File: config.mk
export PLATFORM = sky130hd
export DESIGN_NAME = digital_pll_sequencer
export DESIGN_NICKNAME = d
export VERILOG_FILES = /design/src/rtl/digital_pll_sequencer.sv
export SDC_FILE = /design/constraint.sdc
export NUM_CORES = 1
export LEC_CHECK = 0
export BUFFER_PORTS_ARGS = -buffer_cell sky130_fd_sc_hd__buf_2
export CAP_MARGIN = 25
export CORE_ASPECT_RATIO = 0.5
export CORE_MARGIN = 2
export CORE_UTILIZATION = 60
export CTS_BUF_LIST = sky130_fd_sc_hd__clkbuf_16
export CTS_CLUSTER_DIAMETER = 40
export DETAILED_ROUTE_END_ITERATION = 8
export PLACE_DENSITY_LB_ADDON = 0.15
export SLEW_MARGIN = 0
export SYNTH_ARGS = -nofsm -noshare
export SYNTH_HDL_FRONTEND = slang
export SYNTH_SLANG_ARGS = --single-unit
File: constraint.sdc
create_clock -name clock -period 10.9 [get_ports clock]
set_input_delay 1.635 -clock clock [delete_from_list [all_inputs] [get_ports clock]]
set_output_delay 1.635 -clock clock [all_outputs]
set_load 0.01 [all_outputs]
File: src/rtl/digital_pll_sequencer.sv
// Bring-up and lock-supervision controller for the on-chip digital PLL.
// Sequences PLL reset/enable, verifies frequency lock by counting feedback toggles per window.
module digital_pll_sequencer #(
    parameter int HOLD_CYCLES   = 16,
    parameter int SETTLE_CYCLES = 1024,
    parameter int WINDOW        = 256,
    parameter int FB_SHIFT      = 4,
    parameter int TOL           = 2,
    parameter int MAX_RETRY     = 3
) (
    input  logic        clock,
    input  logic        resetb,
    input  logic        start,
    input  logic        stop,
    input  logic [4:0]  cfg_div,
    input  logic        cfg_dco,
    input  logic [25:0] cfg_trim,
    input  logic        fb_toggle,
    output logic        pll_resetb,
    output logic        pll_enable,
    output logic        pll_dco,
    output logic [4:0]  pll_div,
    output logic [25:0] pll_ext_trim,
    output logic        locked,
    output logic        fault,
    output logic        busy,
    output logic [9:0]  last_count
);
    localparam int TMAX = (HOLD_CYCLES > SETTLE_CYCLES) ?
                          ((HOLD_CYCLES > WINDOW) ? HOLD_CYCLES : WINDOW) :
                          ((SETTLE_CYCLES > WINDOW) ? SETTLE_CYCLES : WINDOW);
    localparam int TW = $clog2(TMAX);
    localparam int RW = $clog2(MAX_RETRY + 1);
    localparam logic [TW-1:0] HOLD_END   = TW'(HOLD_CYCLES - 1);
    localparam logic [TW-1:0] SETTLE_END = TW'(SETTLE_CYCLES - 1);
    localparam logic [TW-1:0] WIN_END    = TW'(WINDOW - 1);
    localparam logic [RW-1:0] RETRY_END  = RW'(MAX_RETRY);

    typedef enum logic [2:0] {
        ST_IDLE    = 3'd0,
        ST_HOLD    = 3'd1,
        ST_SETTLE  = 3'd2,
        ST_MEASURE = 3'd3,
        ST_LOCKED  = 3'd4,
        ST_FAULT   = 3'd5
    } state_t;

    state_t          state_r, state_n;
    logic [TW-1:0]   timer_r, timer_n;
    logic [9:0]      edge_cnt_r, edge_cnt_n, count_s;
    logic [9:0]      last_count_r, last_count_n;
    logic [9:0]      exp_r, exp_s;
    logic [RW-1:0]   retry_r, retry_n, retry_inc_s;
    logic            miss_r, miss_n;
    logic            latch_s, in_tol_s, edge_s;
    logic [2:0]      fb_sync_r;
    logic [4:0]      div_r;
    logic            dco_r;
    logic [25:0]     trim_r;
    logic            pll_resetb_r, pll_enable_r, locked_r, fault_r, busy_r;

    function automatic logic [9:0] abs_diff(input logic [9:0] a, input logic [9:0] b);
        return (a >= b) ? (a - b) : (b - a);
    endfunction

    // Each level change of the synchronized feedback is one edge; the window count saturates.
    assign edge_s      = fb_sync_r[2] ^ fb_sync_r[1];
    assign count_s     = (edge_s && (edge_cnt_r != 10'h3FF)) ? (edge_cnt_r + 10'd1) : edge_cnt_r;
    assign in_tol_s    = (abs_diff(count_s, exp_r) <= 10'(TOL));
    assign retry_inc_s = retry_r + RW'(1);
    assign exp_s       = 10'((32'(cfg_div) * 32'(WINDOW)) >> FB_SHIFT);

    // Two-flop synchronizer plus one edge-detect stage for the asynchronous feedback toggle
    always_ff @(posedge clock or negedge resetb) begin
        if (!resetb) begin
            fb_sync_r <= 3'b000;
        end else begin
            fb_sync_r <= {fb_sync_r[1:0], fb_toggle};
        end
    end

    // Sequencer next state plus timer, window, retry and miss bookkeeping
    always_comb begin
        state_n      = state_r;
        timer_n      = timer_r;
        edge_cnt_n   = edge_cnt_r;
        retry_n      = retry_r;
        miss_n       = miss_r;
        last_count_n = last_count_r;
        latch_s      = 1'b0;
        if (stop) begin
            state_n    = ST_IDLE;
            timer_n    = {TW{1'b0}};
            edge_cnt_n = 10'd0;
            retry_n    = {RW{1'b0}};
            miss_n     = 1'b0;
        end else begin
            case (state_r)
                ST_IDLE, ST_FAULT: begin
                    if (start) begin
                        latch_s    = 1'b1;
                        timer_n    = {TW{1'b0}};
                        edge_cnt_n = 10'd0;
                        miss_n     = 1'b0;
                        if ((cfg_div < 5'd2) && !cfg_dco) begin
                            state_n = ST_FAULT;
                        end else begin
                            retry_n = {RW{1'b0}};
                            state_n = ST_HOLD;
                        end
                    end else begin
                        state_n = state_r;
                    end
                end
                ST_HOLD: begin
                    if (timer_r == HOLD_END) begin
                        state_n = ST_SETTLE;
                        timer_n = {TW{1'b0}};
                    end else begin
                        timer_n = timer_r + TW'(1);
                    end
                end
                ST_SETTLE: begin
                    if (timer_r == SETTLE_END) begin
                        timer_n    = {TW{1'b0}};
                        edge_cnt_n = 10'd0;
                        state_n    = dco_r ? ST_LOCKED : ST_MEASURE;
                    end else begin
                        timer_n = timer_r + TW'(1);
                    end
                end
                ST_MEASURE, ST_LOCKED: begin
                    if ((state_r == ST_LOCKED) && dco_r) begin
                        state_n = ST_LOCKED;
                    end else if (timer_r == WIN_END) begin
                        // Window closes: an edge on this last cycle still belongs to it
                        timer_n      = {TW{1'b0}};
                        edge_cnt_n   = 10'd0;
                        last_count_n = count_s;
                        if (in_tol_s) begin
                            state_n = ST_LOCKED;
                            retry_n = {RW{1'b0}};
                            miss_n  = 1'b0;
                        end else if (state_r == ST_MEASURE) begin
                            retry_n = retry_inc_s;
                            state_n = (retry_inc_s == RETRY_END) ? ST_FAULT : ST_HOLD;
                        end else if (miss_r) begin
                            state_n = ST_HOLD;
                            retry_n = {RW{1'b0}};
                            miss_n  = 1'b0;
                        end else begin
                            miss_n = 1'b1;
                        end
                    end else begin
                        timer_n    = timer_r + TW'(1);
                        edge_cnt_n = count_s;
                    end
                end
                default: begin
                    state_n = ST_IDLE;
                end
            endcase
        end
    end

    // State register and sequencing counters
    always_ff @(posedge clock or negedge resetb) begin
        if (!resetb) begin
            state_r      <= ST_IDLE;
            timer_r      <= {TW{1'b0}};
            edge_cnt_r   <= 10'd0;
            retry_r      <= {RW{1'b0}};
            miss_r       <= 1'b0;
            last_count_r <= 10'd0;
        end else begin
            state_r      <= state_n;
            timer_r      <= timer_n;
            edge_cnt_r   <= edge_cnt_n;
            retry_r      <= retry_n;
            miss_r       <= miss_n;
            last_count_r <= last_count_n;
        end
    end

    // Configuration captured on an accepted start, dropped when returning to IDLE
    always_ff @(posedge clock or negedge resetb) begin
        if (!resetb) begin
            div_r  <= 5'd0;
            dco_r  <= 1'b0;
            trim_r <= 26'd0;
            exp_r  <= 10'd0;
        end else if (stop) begin
            div_r  <= 5'd0;
            dco_r  <= 1'b0;
            trim_r <= 26'd0;
            exp_r  <= 10'd0;
        end else if (latch_s) begin
            div_r  <= cfg_div;
            dco_r  <= cfg_dco;
            trim_r <= cfg_trim;
            exp_r  <= exp_s;
        end
    end

    // Registered PLL controls and status; locked lags entry into LOCKED by one cycle
    always_ff @(posedge clock or negedge resetb) begin
        if (!resetb) begin
            pll_enable_r <= 1'b0;
            pll_resetb_r <= 1'b0;
            busy_r       <= 1'b0;
            fault_r      <= 1'b0;
            locked_r     <= 1'b0;
        end else begin
            pll_enable_r <= (state_n == ST_HOLD) || (state_n == ST_SETTLE) ||
                            (state_n == ST_MEASURE) || (state_n == ST_LOCKED);
            pll_resetb_r <= (state_n == ST_SETTLE) || (state_n == ST_MEASURE) ||
                            (state_n == ST_LOCKED);
            busy_r       <= (state_n == ST_HOLD) || (state_n == ST_SETTLE) ||
                            (state_n == ST_MEASURE);
            fault_r      <= (state_n == ST_FAULT);
            locked_r     <= (state_r == ST_LOCKED) && (state_n == ST_LOCKED);
        end
    end

    assign pll_resetb   = pll_resetb_r;
    assign pll_enable   = pll_enable_r;
    assign pll_dco      = dco_r;
    assign pll_div      = div_r;
    assign pll_ext_trim = trim_r;
    assign locked       = locked_r;
    assign fault        = fault_r;
    assign busy         = busy_r;
    assign last_count   = last_count_r;

endmodule

Yosys cells after proc, flatten, opt, wreduce, memory -nomap -nowiden
Cells that the tools add are included.
Word-level totals
  bits in registers: 86
  bits in latches: 0
  bits in writable memories: 0
  ROM bits: 0
  input port bits: 37
  output and inout bits: 47
  word-level logic and storage cells: 126
  memories: 0
Cells by class
  add/sub/neg operators: 5
  multipliers: 0
  div/mod/pow operators: 0
  order comparisons: 3
  equality and inequality tests: 22
  shift-type cells: 0
  mux-type cells: 55
  bitwise gates (word level): 3
  reductions and logical operators: 22
Operators with widths (number)
  two-way mux 10 bit: 14
  two-way mux 26 bit: 2
  one-hot mux 10 bit (4 select lines): 1
  two-way mux 3 bit: 12
  one-hot mux 10 bit (3 select lines): 1
  adder 10 x 1 -> 10 bit (second input constant): 2
  subtractor 10 bit: 2
  two-way mux 2 bit: 8
  != test 3 bit (second input constant): 5
  equality test 3 x 2 -> 1 bit (second input constant): 4
  equality test 3 bit (second input constant): 4
  two-way mux 1 bit: 12
  one-hot mux 3 bit (4 select lines): 1
  equality test 10 bit (second input constant): 1
  equality test 10 x 4 -> 1 bit (second input constant): 1
  equality test 10 x 8 -> 1 bit (second input constant): 1
  >= comparator 10 bit: 1
  <= comparator 10 x 2 -> 1 bit (second input constant): 1
  two-way mux 5 bit: 2
  != test 10 bit (second input constant): 1
  AND reduction 4 bit: 2
  equality test 3 x 1 -> 1 bit (second input constant): 2
  AND reduction 6 bit: 1
  logical OR 1 bit: 5
  other kinds (19): 24

Longest topological paths before layout
Gate-level depths: netlist of run 1.
  depth after elaboration: 15
  mapped depth: 19
  depth with buffers taken out: 18

Worst setup path after synthesis of run 1
Ideal clock, no wire load.
  kind: reg-to-reg
  from: reg edge_cnt_r[0]
  to: reg pll_enable_r (netlist: pll_enable)
  library setup time: 0.137 ns
  arrival time: 3.745 ns
  data required time: 10.763 ns
  setup slack: 7.018 ns
  cell stages (with the launch flop): 20
  buffers on the path: 1
  clock period less this slack: 3.882 ns
  path through: dfrtp_1 -> ha_1 -> nand3_2 -> o31ai_4 -> nor2_1 -> nand3_1 -> xor2_1 -> inv_1 -> ha_1 -> clkbuf_1 -> nand2_1 -> o21ai_0 -> a21o_1 -> a311oi_1 -> xnor2_1 -> a31oi_1 -> o2111a_2 -> a31oi_2 -> a311oi_2 -> a211oi_1
Between the ends
  cells in the longest elaborated chain, start to end: 15
  elaborated cells between the ends (all ways): 21
  those cells by class: 3 x add/sub; 2 x order compare; 5 x eq/ne; 7 x mux; 4 x reduce/logical
RTL lines
  from (decl): RTL line 50  | logic [9:0] edge_cnt_r, edge_cnt_n, count_s;
  from (signal assigned): RTL line 178  | edge_cnt_r <= edge_cnt_n;
  parallel branches: the longest is 2 deep, another holds adder 10 x 1 -> 10 bit
  two-way mux 10 bit *: RTL line 68  | assign count_s = (edge_s && (edge_cnt_r != 10'h3FF)) ? (edge_cnt_r + 10'd1) : edge_cnt_r;
  via count_s[6]: RTL line 50
  subtractor 10 bit / >= comparator 10 bit (equally long branches): RTL line 63  | return (a >= b) ? (a - b) : (b - a);
  two-way mux 10 bit *: RTL line 63
  <= comparator 10 x 2 -> 1 bit *: RTL line 69  | assign in_tol_s = (abs_diff(count_s, exp_r) <= 10'(TOL));
  two-way mux 3 bit *: RTL line 140  | if (in_tol_s) begin
  two-way mux 3 bit *: RTL line 135  | end else if (timer_r == WIN_END) begin
  two-way mux 3 bit *: RTL line 133  | if ((state_r == ST_LOCKED) && dco_r) begin
  one-hot mux 3 bit (4 select lines) *: RTL line 98  | case (state_r)
  two-way mux 3 bit *: RTL line 91  | if (stop) begin
  equality test 3 x 1 -> 1 bit / equality test 3 x 2 -> 1 bit (equally long branches): RTL line 214  | pll_enable_r <= (state_n == ST_HOLD) || (state_n == ST_SETTLE) ||
  logical OR 1 bit (2 in series): RTL line 214
  logical OR 1 bit *: RTL line 215  | (state_n == ST_MEASURE) || (state_n == ST_LOCKED);
  to (signal assigned): RTL line 214
  to (decl): RTL line 60  | logic pll_resetb_r, pll_enable_r, locked_r, fault_r, busy_r;
Mark *: on every way through the listed nets, which the timed path passes.
A chain may end at the register's enable or synchronous reset.

Worst setup path after layout of run 1
  from: reg edge_cnt_r[0]
  to: reg pll_enable_r (netlist: pll_enable)
Between the ends
  cells in the longest elaborated chain, start to end: 15
  elaborated cells between the ends (all ways): 21
  those cells by class: 3 x add/sub; 2 x order compare; 5 x eq/ne; 7 x mux; 4 x reduce/logical
RTL lines (RTL line)
  parallel branches: the longest is 2 deep, another holds adder 10 x 1 -> 10 bit
  two-way mux 10 bit *: 68
  subtractor 10 bit / >= comparator 10 bit (equally long branches): 63
  two-way mux 10 bit *: 63
  <= comparator 10 x 2 -> 1 bit *: 69
  two-way mux 3 bit *: 140
  two-way mux 3 bit *: 135
  two-way mux 3 bit *: 133
  one-hot mux 3 bit (4 select lines) *: 98
  two-way mux 3 bit *: 91
  equality test 3 x 1 -> 1 bit / equality test 3 x 2 -> 1 bit (equally long branches): 214
  logical OR 1 bit (2 in series): 214
  logical OR 1 bit *: 215
Mark *: on every way between the ends.

==> summary.txt, run 1 <==
Synth
  • Adder-cell share of the synthesized area: ~4.4%
  • Area share of the leading cell type in the synthesized netlist: 42.5%
  • Top cells by count, synth: nand2_1, dfrtp_1, o21ai_0, a21oi_1, nor2_1
  • Synth top area cells: dfrtp_1, nand2_1, o21ai_0
  • Mapped Area: around 4500 um^2
  • Yosys top cell by area: dfrtp_1
  • Post-synthesis sequential area ratio: 42.5%
  • Largest family of logic cells by synthesized area: simple AND/OR/NAND/NOR gates
  • #FFs+latches synth: 76
  • Gate Count Post-Synth: about 530
  • Synth Area in XOR/XNOR: 3.41%
  • Synth warnings: 0
  • Async set-reset flop share out of synthesis: 100%
  • Most numerous cell in the Yosys netlist: nand2_1
  • Post-synth EDFFs: 0
  • Synth Area in Simple Gates: 23.1%
  • Synth cell types: 60
  • Syn nets: 580
  • Compound-gate portion of the synthesized area: a little over a fifth
  • Syn avg cell area: 8.48 um^2
  • Ys flop type: dfrtp_1
  • Mux share of post-synthesis cell area: 1.45%

CTS
  • Clock transition at path regs: 0.06 ns
  • Postcts setup bufs: 0
  • Hold Buf Count CTS: 0
  • Cts bufs inserted: 9
  • Clock Tree Buf Depth: 2
  • CTS tree: yes
  • Root Buffer Master: clkbuf_16
  • CTS H-tree depth: 3
  • Clock latency on the worst-skew pair: around 0.34 ns
  • Num Clock Sinks: 76
  • CTS resizes: 0

Floorplan
  • Core Area: 7270 um^2
  • Die area: roughly 8200 um^2
  • Num ports: 84
  • Die X: approximately 130 um
  • Initial core utilization: 61.6%
  • Die H: ~65 um
  • Row cnt: 22

Pwr
  • Power density cells: between 100 and 150 nW/um^2
  • Maximum vdd drop: roughly 0.00012 V
  • Leak: 2.54 nW
  • PnR Total Power: 0.000772 W

Final layout
  • Design Area, Final: about 5300 um^2
  • Layout net count: ~650
  • Share of cells above drive strength 1: approximately a fifth
  • Antenna fix cells: 0
  • P&R area growth vs syn: 18.6%
  • Fill cell count: around 570

Placed design
  • Port buffer count: 83
  • GP Congestion: 0.900
  • Detailed placement HPWL: 7.63 mm
  • Placed cell areas: 4890 um^2

Route
  • Drt wl/cell: 15.6 um
  • Drt pass-1 iters: 5
  • DRC viols: 0
  • Final wirelength: 10.9 mm
  • Vias: a little over 4000
  • Starting DRC count in detailed routing: 431
  • Vias/cell: 5.87
  • Final ANT Viol Nets: 0

Critical path
  • Setup CP Type: flip-flop to flip-flop
  • Slowest CP cell: o31ai_4
  • Slowest stage delay, CP: 0.47 ns
  • Crit. End Element: flip-flop
  • CP Launch Type: flip-flop
  • CP required: ~11 ns
  • Crit path buf inv count: 1
  • Crit Path Max Fanout: 9
  • Family with the most delay on the worst path: compound AO/OA/AOI/OAI gates
  • WP data arrival: 4.75 ns
  • Critical path cell sequence: ha_1 -> nand3_2 -> o31ai_4 -> nor2_1 -> xnor2_1 -> inv_1 -> ha_1 -> nor2b_1 -> o21ai_0 -> a21oi_1 -> o21ai_0 -> nand4_1 -> nor4_1 -> o2111a_2 -> a31oi_2 -> a311oi_2 -> a211oi_1

STA
  • Final hold violation count: 0
  • Period Utilization, post-route: 41.6%
  • Slew Viols, Final: 0
  • Clk_skew: 0.00541 ns
  • Setup TNS Final: 0 ns
  • Slew HR: between 30% and 40%
  • Fin crit period: between 4 and 5 ns
  • RSZ-0062 raised after global routing: no
  • Slew @ Worst Pin: 0.942 ns
  • Achievable Freq: 220 MHz
  • # setup viols final: 0

Global routing
  • Vias in the first global route: 3788
  • Antenna violations before repair: 0
  • First-pass GRT wire length: approximately 18 mm
  • GRT overflow: 0
  • Largest net degree at the start of global routing: 77
  • GRT Total Usage: 27.6%

Job
  • Maxcap violations: 0

Hold path
  • Worst hold path type: flip-flop to flip-flop

Status
  • Status: finished clean
-- routing by layer --
metal	global-route usage, %	routed length, um	vias to the layer above
li1	-	-	1991
met1	36.8	4830	1953
met2	46.0	5270	136
met3	7.51	651	18
met4	5.91	131	0
met5	0	0	-
-- sequential cells by signal, summed over array words and instances, names as in the netlist --
name,cells
locked,1
edge_cnt_r,10
last_count,10
state_r,3
fb_sync_r,3
pll_dco,1
fault,1
retry_r,2
pll_enable,1
timer_r,10
pll_resetb,1
busy,1
pll_ext_trim,26
miss_r,1
exp_r,5
-- final timing paths --
path                                           start                         to  slack, ns  cells past startpoint
hold reg to reg               fb_sync_r[0]$_DFF_PN0_     fb_sync_r[1]$_DFF_PN0_       0.35                      0
hold / removal                fb_sync_r[0]$_DFF_PN0_     fb_sync_r[1]$_DFF_PN0_       0.35                      0
max in group asynchronous                     resetb  last_count[5]$_DFFE_PN0P_       9.16                      2
setup / recovery           edge_cnt_r[0]$_DFFE_PN0P_       pll_enable$_DFF_PN0_       6.36                     17
min in group asynchronous                     resetb     timer_r[0]$_DFFE_PN0P_       1.17                      1
setup reg to reg           edge_cnt_r[0]$_DFFE_PN0P_       pll_enable$_DFF_PN0_       6.36                     17
-- layout by cell type (no fill, tap or decap), drive strengths merged, types with 2 or more instances in the layout --
cell,count
dfrtp,76
or4,3
xor2,6
o31ai,5
or3,9
nand4,10
buf,86
and4,3
nor2,34
and3,7
nor3,9
a21oi,52
nor2b,6
a21boi,2
ha,14
nand2,115
mux2,4
nand3,9
a221o,2
clkinvlp,2
xnor2,8
inv,17
o21a,5
clkbuf,9
o21ai,55
a311oi,2
a211oi,2
a31oi,8
a21o,8
nor4,5
mux2i,2
bufinv,3
o2bb2ai,2
nand2b,5
and2,6
-- worst reg2reg max path: cells and delay by family (launching register included) --
family	cells	cell delay (ns)
and+or+nand+nor	5	0.97
buffers and inverters	1	0.09
xor gates and xnor gates	1	0.41
DFF	1	0.45
AOI/OAI and AO/OA	8	1.85
adders and majority gates	2	0.64
-- through the flow --
stage	hold WS [ns]	worst slack (ns)	cells	util [%]
global placement	0.336	6.59	679	67.3
global route	0.355	5.93	698	73.1
detailed placement	0.335	6.45	679	67.3
finish	0.347	6.36	698	73.1
floorplan	0.331	7.02	528	-
CTS	0.348	6.40	695	72.1
-- final cells by class --
| class | instances | area [um^2] | area share [%] |
|---|---|---|---|
| clock buffers | 9 | 225 | 4.24 |
| inverters | 15 | 56.3 | 1.06 |
| clock inverters | 7 | 123 | 2.31 |
| flip-flops and latches | 76 | 1900 | 35.8 |
| well taps | 96 | 120 | 2.26 |
| repair buffers | 86 | 488 | 9.19 |
| multi-input cells | 409 | 2400 | 45.1 |
-- cell families (layout without fill, tap and decap cells) --
logic type,after synthesis,in the layout
buf+inv,43,117
mux,6,6
simple gates,222,222
flops,76,76
compound gates,152,152
xor+xnor,14,14
fa+ha+maj,15,15
-- power by group --
part / internal, W / switching, W
combinational: 0.0000495 / 0.0000740
clock: 0.000225 / 0.000120
sequential: 0.000294 / 0.00000960
total: 0.000568 / 0.000204
Note: power is estimated with default switching activity, not from simulation.
==> run 2: changes to the inputs <==
--- a/config.mk
+++ b/config.mk
@@ -5,11 +5,12 @@
 export SDC_FILE = /design/constraint.sdc
 export NUM_CORES = 1
 export LEC_CHECK = 0
+export ABC_AREA = 1
 export BUFFER_PORTS_ARGS = -buffer_cell sky130_fd_sc_hd__buf_2
 export CAP_MARGIN = 25
 export CORE_ASPECT_RATIO = 0.5
 export CORE_MARGIN = 2
-export CORE_UTILIZATION = 60
+export CORE_UTILIZATION = 51
 export CTS_BUF_LIST = sky130_fd_sc_hd__clkbuf_16
 export CTS_CLUSTER_DIAMETER = 40
 export DETAILED_ROUTE_END_ITERATION = 8
==> constraint.sdc (replaced) <==
create_clock -name clock -period 3.9 [get_ports clock]
set_input_delay 0.585 -clock clock [delete_from_list [all_inputs] [get_ports clock]]
set_output_delay 0.585 -clock clock [all_outputs]
set_load 0.01 [all_outputs]
==> summary.txt, run 2 <==
Status
  • Status: finished clean

Synth
  • Synth top area cells: dfrtp_1, nand2_1, nand3_1
  • Yosys top cell by area: dfrtp_1
  • Async set-reset flop share out of synthesis: 100% (unchanged)
  • Synth cell types: 38 (-37%)
  • Top cells by count, synth: nand2_1, dfrtp_1, inv_1, nand3_1, o21ai_0
  • Syn nets: 640 (+10%)
  • Most numerous cell in the Yosys netlist: nand2_1
  • Ys flop type: dfrtp_1
  • Post-synthesis sequential area ratio: 42.3% (-0.22 points)
  • #FFs+latches synth: 76 (unchanged)
  • Area share of the leading cell type in the synthesized netlist: 42.3% (-0.22 points)
  • Synth warnings: 0 (unchanged)
  • Mapped Area: 4500 um^2 (+0.53%)
  • Gate Count Post-Synth: 588 (+11%)
  • Post-synth EDFFs: 0 (unchanged)
  • Syn avg cell area: 7.65 um^2 (-9.7%)

Placed design
  • Port buffer count: 83 (unchanged)
  • Detailed placement HPWL: 7.96 mm (+4.3%)
  • Placed cell areas: 5060 um^2 (+3.5%)
  • Worst slack, placed: 0.178 ns (-6.27 ns)
  • Dpl cells: 778 (+15%)
  • GP Congestion: 0.902 (+0.30%)

Final layout
  • Most frequent cells in the layout: nand2_1, buf_2, dfrtp_1
  • Final Instance Count excl. Fillers: 795 (+14%)
  • Commonest non-fill, non-tap cell in the layout: nand2_1
  • Design Area, Final: 5450 um^2 (+2.6%)
  • P&R area growth vs syn: 21.0%
  • Antenna fix cells: 0 (unchanged)
  • Max reg flops: 26 (unchanged)
  • Share of cells above drive strength 1: 23.2% (+2.4 points)
  • Layout net count: 725 (+12%)
  • Fill cell count: 798 (+41%)

Route
  • Final ANT Viol Nets: 0 (unchanged)
  • Drt wl/cell: 14.2 um (-8.9%)
  • Starting DRC count in detailed routing: 335 (-22%)
  • Final wirelength: 11.3 mm (+3.7%)
  • Vias: 4203 (+2.6%)
  • DR WL met2: 5.11 mm (-3.0%)
  • Vias/cell: 5.29 (-10%)
  • DR WL met3: 675 um (+3.7%)
  • DRC viols: 0 (unchanged)
  • Drt pass-1 iters: 5 (unchanged)
  • DR top layer: met4
  • M1 WL: 5.36 mm (+11%)

Floorplan
  • Row cnt: 24 (+9.1%)
  • Die area: 9640 um^2 (+17%)
  • Core Area: 8650 um^2 (+19%)
  • Num ports: 84 (unchanged)
  • Die H: 70.4 um (+8.2%)
  • Die X: 137 um (+8.5%)
  • Initial core utilization: 52.0% (-9.6 points)

Global routing
  • Vias in the first global route: 3989 (+5.3%)
  • GRT overflow: 0 (unchanged)
  • GRT Total Usage: 25.5% (-2.2 points)
  • Antenna violations before repair: 1 (+1)
  • Largest net degree at the start of global routing: 77 (unchanged)
  • First-pass GRT wire length: 19.2 mm (+5.6%)

Critical path
  • CP required: 4.13 ns (-6.98 ns)
  • WP data arrival: 3.83 ns (-0.92 ns)
  • Setup CP Type: flip-flop to flip-flop
  • Crit Path Max Fanout: 9 (unchanged)
  • Crit. End Element: flip-flop
  • CP Launch Type: flip-flop

STA
  • Setup TNS Final: 0 ns (unchanged)
  • Slew HR: 57.3% (+20 points)
  • Slew @ Worst Pin: 0.638 ns (-0.303 ns)
  • RSZ-0062 raised after global routing: no
  • # setup viols final: 0 (unchanged)
  • Period Utilization, post-route: 92.4% (+51 points)
  • Clk_skew: 0.00699 ns (+0.00157 ns)
  • Slew Viols, Final: 0 (unchanged)
  • Achievable Freq: 278 MHz (+26%)
  • Fin crit period: 3.60 ns (-0.937 ns)
  • Final setup margin: 0.298 ns (-6.06 ns)
  • Final hold violation count: 0 (unchanged)

CTS
  • Root Buffer Master: clkbuf_16
  • Clock transition at path regs: 0.06 ns (about the same)
  • Num Clock Sinks: 76 (unchanged)
  • CTS H-tree depth: 3 (unchanged)
  • Clock Tree Buf Depth: 2 (unchanged)
  • Cts bufs inserted: 9 (unchanged)
  • CTS tree: yes
  • Clock latency on the worst-skew pair: 0.35 ns (about the same)

Pwr
  • Leak: 2.86 nW (+13%)
  • Power density cells: 412 nW/um^2 (+180%)
  • Maximum vdd drop: 0.000231 V (+96%)
  • PnR Total Power: 0.00225 W (+190%)

Job
  • Maxcap violations: 0 (unchanged)

Hold path
  • Worst hold path type: primary input to async pin
## run 2: changes by cell type after synthesis, moves of 7 or more
cell,previous run,this run
a21oi_1,52,14
or3_1,9,0
a21o_1,7,0
nand2_1,115,133
nand3_1,8,66
nand2_2,0,10
inv_1,14,73
o22ai_1,0,13
## run 2: stage by stage
| step | hold slack, ns | utilization, % |
|---|---|---|
| 4_1_cts | 0.353 | 62.1 |
| 2_1_floorplan | 0.289 | - |
| 5_1_grt | 0.162 | 63.0 |
| 3_3_place_gp | 0.333 | 58.6 |
| 3_5_place_dp | 0.342 | 58.6 |
| 6_report | 0.143 | 63.0 |
## run 2: cells by family after synthesis
logic type               count (synthesis)  synth area share (%)
AND/OR/NAND/NOR                        295                  31.3
buffers and inverters                   96                  8.06
AO/OA/AOI/OAI                           93                  11.5
flip-flops                              76                  42.3
adder cells (fa/ha/maj)                 15                  4.34
XOR/XNOR                                13                  2.53
## run 2: worst paths after layout
kind                                      startpoint                            to  slack, ns  depth (start not counted)
max                        edge_cnt_r[1]$_DFFE_PN0P_          pll_enable$_DFF_PN0_       0.30                         24
min in group clock            fb_sync_r[0]$_DFF_PN0_        fb_sync_r[1]$_DFF_PN0_       0.35                          0
min                                           resetb  pll_ext_trim[10]$_DFFE_PN0P_       0.14                          1
max in group asynchronous                     resetb     edge_cnt_r[1]$_DFFE_PN0P_       3.17                          2
max reg2reg                edge_cnt_r[1]$_DFFE_PN0P_          pll_enable$_DFF_PN0_       0.30                         24
min reg2reg                   fb_sync_r[0]$_DFF_PN0_        fb_sync_r[1]$_DFF_PN0_       0.35                          0
## run 2: worst max-delay path: stages (launching register included)
cell	delay (ns)
dfrtp_2	0.44
ha_2	0.20
nand3_1	0.11
nor2_4	0.05
nand2_4	0.09
nand2_4	0.11
nor2_2	0.13
xor2_1	0.16
inv_1	0.10
ha_1	0.23
fa_1	0.47
o21ai_0	0.23
xor2_1	0.10
nor2_1	0.13
nand2_1	0.07
o21ai_1	0.07
nand2_1	0.08
nor2_2	0.14
nand4_2	0.11
nand2_1	0.08
nand2_1	0.04
nand2_1	0.07
nand2_1	0.11
nand2_1	0.11
nand2_1	0.05
## run 2: cell type report
class,count,area [um^2],area share [%]
multi-input combinational,416,2290,42.0
sequential,76,1900,34.9
timing repair buffer,94,520,9.55
inverter,76,285,5.24
clock buffer,9,225,4.13
tap,117,146,2.69
clock inverter,7,81.3,1.49
## run 2: metal layers
metal  vias to the layer above  global-route usage, %
met5                         -                      0
met4                         0                   5.84
met3                        15                   8.13
met2                       110                   39.7
met1                      1970                   34.7
li1                       2108                      -
## run 2: repair_timing
item,4_1_cts,5_1_grt
buffers inserted,0,0
gates resized for setup,0,13
hold buffers,0,0
setup endpoints to repair,0,10
## run 2: where the power goes
| part | switching, W | internal [W] | total, W | leakage [nW] |
|---|---|---|---|---|
| combinational | 0.000334 | 0.000182 | 0.000516 | 1.68 |
| clock | 0.000362 | 0.000506 | 0.000868 | 0.147 |
| sequential | 0.0000284 | 0.000834 | 0.000863 | 1.03 |
==> run 3: changes to the inputs <==
--- a/config.mk
+++ b/config.mk
@@ -10,7 +10,7 @@
 export CAP_MARGIN = 25
 export CORE_ASPECT_RATIO = 0.5
 export CORE_MARGIN = 2
-export CORE_UTILIZATION = 51
+export CORE_UTILIZATION = 60
 export CTS_BUF_LIST = sky130_fd_sc_hd__clkbuf_16
 export CTS_CLUSTER_DIAMETER = 40
 export DETAILED_ROUTE_END_ITERATION = 8
==> constraint.sdc (replaced) <==
create_clock -name clock -period 4.3 [get_ports clock]
set_input_delay 0.645 -clock clock [delete_from_list [all_inputs] [get_ports clock]]
set_output_delay 0.645 -clock clock [all_outputs]
set_load 0.01 [all_outputs]
==> summary.txt, run 3 (synthesis gave the netlist of run 2 again) <==
Route
  • Starting DRC count in detailed routing: 346 (+3.3%)
  • Final ANT Viol Nets: 0 (unchanged)
  • Drt wl/cell: 14.5 um (+2.1%)
  • Vias: 4221 (+0.43%)
  • DRC viols: 0 (unchanged)
  • Vias/cell: 5.47 (+3.6%)
  • Drt pass-1 iters: 5 (unchanged)
  • Final wirelength: 11.2 mm (-0.98%)

Placed design
  • Port buffer count: 83 (unchanged)
  • Detailed placement HPWL: 7.90 mm (-0.74%)
  • GP Congestion: 0.960 (+6.4%)

Final layout
  • Antenna fix cells: 0 (unchanged)
  • Share of cells above drive strength 1: 21.3% (-1.8 points)
  • Commonest non-fill, non-tap cell in the layout: nand2_1
  • Final Util: 73.3% (+10 points)
  • Fill cell count: 591 (-26%)
  • Layout net count: 722 (-0.41%)
  • Most frequent cells in the layout: nand2_1, buf_2, dfrtp_1
  • Max reg flops: 26 (unchanged)
  • P&R area growth vs syn: 18.9%

STA
  • Fin crit period: 3.89 ns (+0.285 ns)
  • Worst Hold Slack: 0.316 ns (+0.174 ns)
  • RSZ-0062 raised after global routing: no
  • Final hold violation count: 0 (unchanged)
  • # setup viols final: 0 (unchanged)
  • Slew HR: 56.7% (-0.62 points)
  • Period Utilization, post-route: 90.4% (-2.0 points)
  • Setup TNS Final: 0 ns (unchanged)
  • Clk_skew: 0.00708 ns (+0.0000950 ns)
  • Slew @ Worst Pin: 0.648 ns (+0.00930 ns)
  • Achievable Freq: 257 MHz (-7.3%)
  • Slew Viols, Final: 0 (unchanged)

CTS
  • Clock transition at path regs: 0.06 ns (about the same)
  • Clock latency on the worst-skew pair: 0.34 ns (about the same)
  • Cts bufs inserted: 9 (unchanged)
  • Clock Tree Buf Depth: 2 (unchanged)
  • Num Clock Sinks: 76 (unchanged)
  • CTS tree: yes
  • CTS H-tree depth: 3 (unchanged)
  • Root Buffer Master: clkbuf_16

Status
  • Status: finished clean

Floorplan
  • Initial core utilization: 61.7% (+9.7 points)
  • Row cnt: 22 (-8.3%)
  • Die H: 65.2 um (-7.4%)
  • Die X: 126 um (-7.6%)
  • Die area: 8250 um^2 (-14%)
  • Core Area: 7290 um^2 (-16%)
  • Num ports: 84 (unchanged)

Critical path
  • Crit Path Max Fanout: 9 (unchanged)
  • CP required: 4.52 ns (+0.39 ns)
  • Critical path cell sequence: ha_1 -> nand3_1 -> nor2_4 -> nand2_4 -> nand2_4 -> nor4_2 -> xor2_1 -> inv_1 -> ha_1 -> nand2_1 -> o21ai_1 -> a21oi_1 -> o21ai_0 -> xnor2_1 -> nand2_1 -> nand2_1 -> nand4_2 -> nand2_1 -> nand2_1 -> nand2_1 -> nand2_1 -> nand2_1 -> nand2_1
  • Setup CP Type: flip-flop to flip-flop
  • Crit path buf inv count: 1 (unchanged)
  • Slowest CP cell: dfrtp_2
  • Slowest stage delay, CP: 0.46 ns (about the same)
  • R2R depth: 23 (-4.2%)
  • Crit. End Element: flip-flop
  • CP dominant cell by count: nand2_1
  • WP data arrival: 4.11 ns (+0.28 ns)
  • CP Launch Type: flip-flop
  • Levels on crit path: 23 (-4.2%)
  • Family with the most delay on the worst path: simple AND/OR/NAND/NOR gates

Job
  • Maxcap violations: 0 (unchanged)

Global routing
  • Antenna violations before repair: 0 (-1)
  • First-pass GRT wire length: 18.8 mm (-1.9%)
  • Largest net degree at the start of global routing: 77 (unchanged)
  • GRT Total Usage: 28.8% (+3.4 points)
  • Vias in the first global route: 4121 (+3.3%)
  • GRT overflow: 0 (unchanged)

Pwr
  • Leak: 2.84 nW (-0.87%)
  • Power density cells: 373 nW/um^2 (-9.7%)
  • Maximum vdd drop: 0.000243 V (+5.4%)

Hold path
  • Worst hold path type: primary input to async pin
run 3: cell count changes in the layout (fill, tap and decap cells not counted), sizes merged:
cell / delta
buf: -3
clkinv: +2
clkinvlp: +1
inv: -3
run 3: cell type report:
cell class              instances  area [um^2]  area share, %
repair buffers                 91          505           9.45
inverters                      76          285           5.33
flip-flops and latches         76         1900           35.6
clock inverters                 7         66.3           1.24
well taps                      96          120           2.25
multi-input cells             416         2240           42.0
clock buffers                   9          225           4.21
run 3: final timing paths:
path	from	endpoint	slack, ns
max	edge_cnt_r[0]$_DFFE_PN0P_	pll_enable$_DFF_PN0_	0.41
min	resetb	pll_ext_trim[10]$_DFFE_PN0P_	0.32
max reg2reg	edge_cnt_r[0]$_DFFE_PN0P_	pll_enable$_DFF_PN0_	0.41
min reg2reg	fb_sync_r[0]$_DFF_PN0_	fb_sync_r[1]$_DFF_PN0_	0.35
max in group asynchronous	resetb	edge_cnt_r[0]$_DFFE_PN0P_	3.68
min in group clock	fb_sync_r[0]$_DFF_PN0_	fb_sync_r[1]$_DFF_PN0_	0.35
run 3: report_power, final:
part | total [W] | switching, W | internal [W]
sequential | 0.000783 | 0.0000261 | 0.000757
combinational | 0.000466 | 0.000305 | 0.000161
clock | 0.000744 | 0.000298 | 0.000446
total | 0.00199 | 0.000629 | 0.00136
run 3: stage by stage:
stage | power (W) | cell area, um^2 | setup WS [ns] | std cells
floorplan | 0.00110 | 4500 | 0.769 | 588
global placement | 0.00124 | 5000 | 0.536 | 752
detailed placement | 0.00125 | 5020 | 0.326 | 753
CTS | 0.00200 | 5310 | 0.226 | 769
global route | 0.00209 | 5350 | 0.0238 | 771
finish | 0.00199 | 5350 | 0.412 | 771
run 3: repair_timing:
action | 4_1_cts | 5_1_grt
hold buffers | 0 | 0
resized for setup | 0 | 3
setup endpoints to repair | 0 | 10
buffers inserted | 0 | 1
run 3: per-layer routing:
layer	wire length [um]	track usage [%]	up-vias	part of all wire [%]
met1	4950	35.7	1972	44
met3	644	7.82	23	5.8
met5	0	0	-	0
met2	5290	47.9	129	47
met4	299	13.5	0	2.7
li1	-	-	2097	-
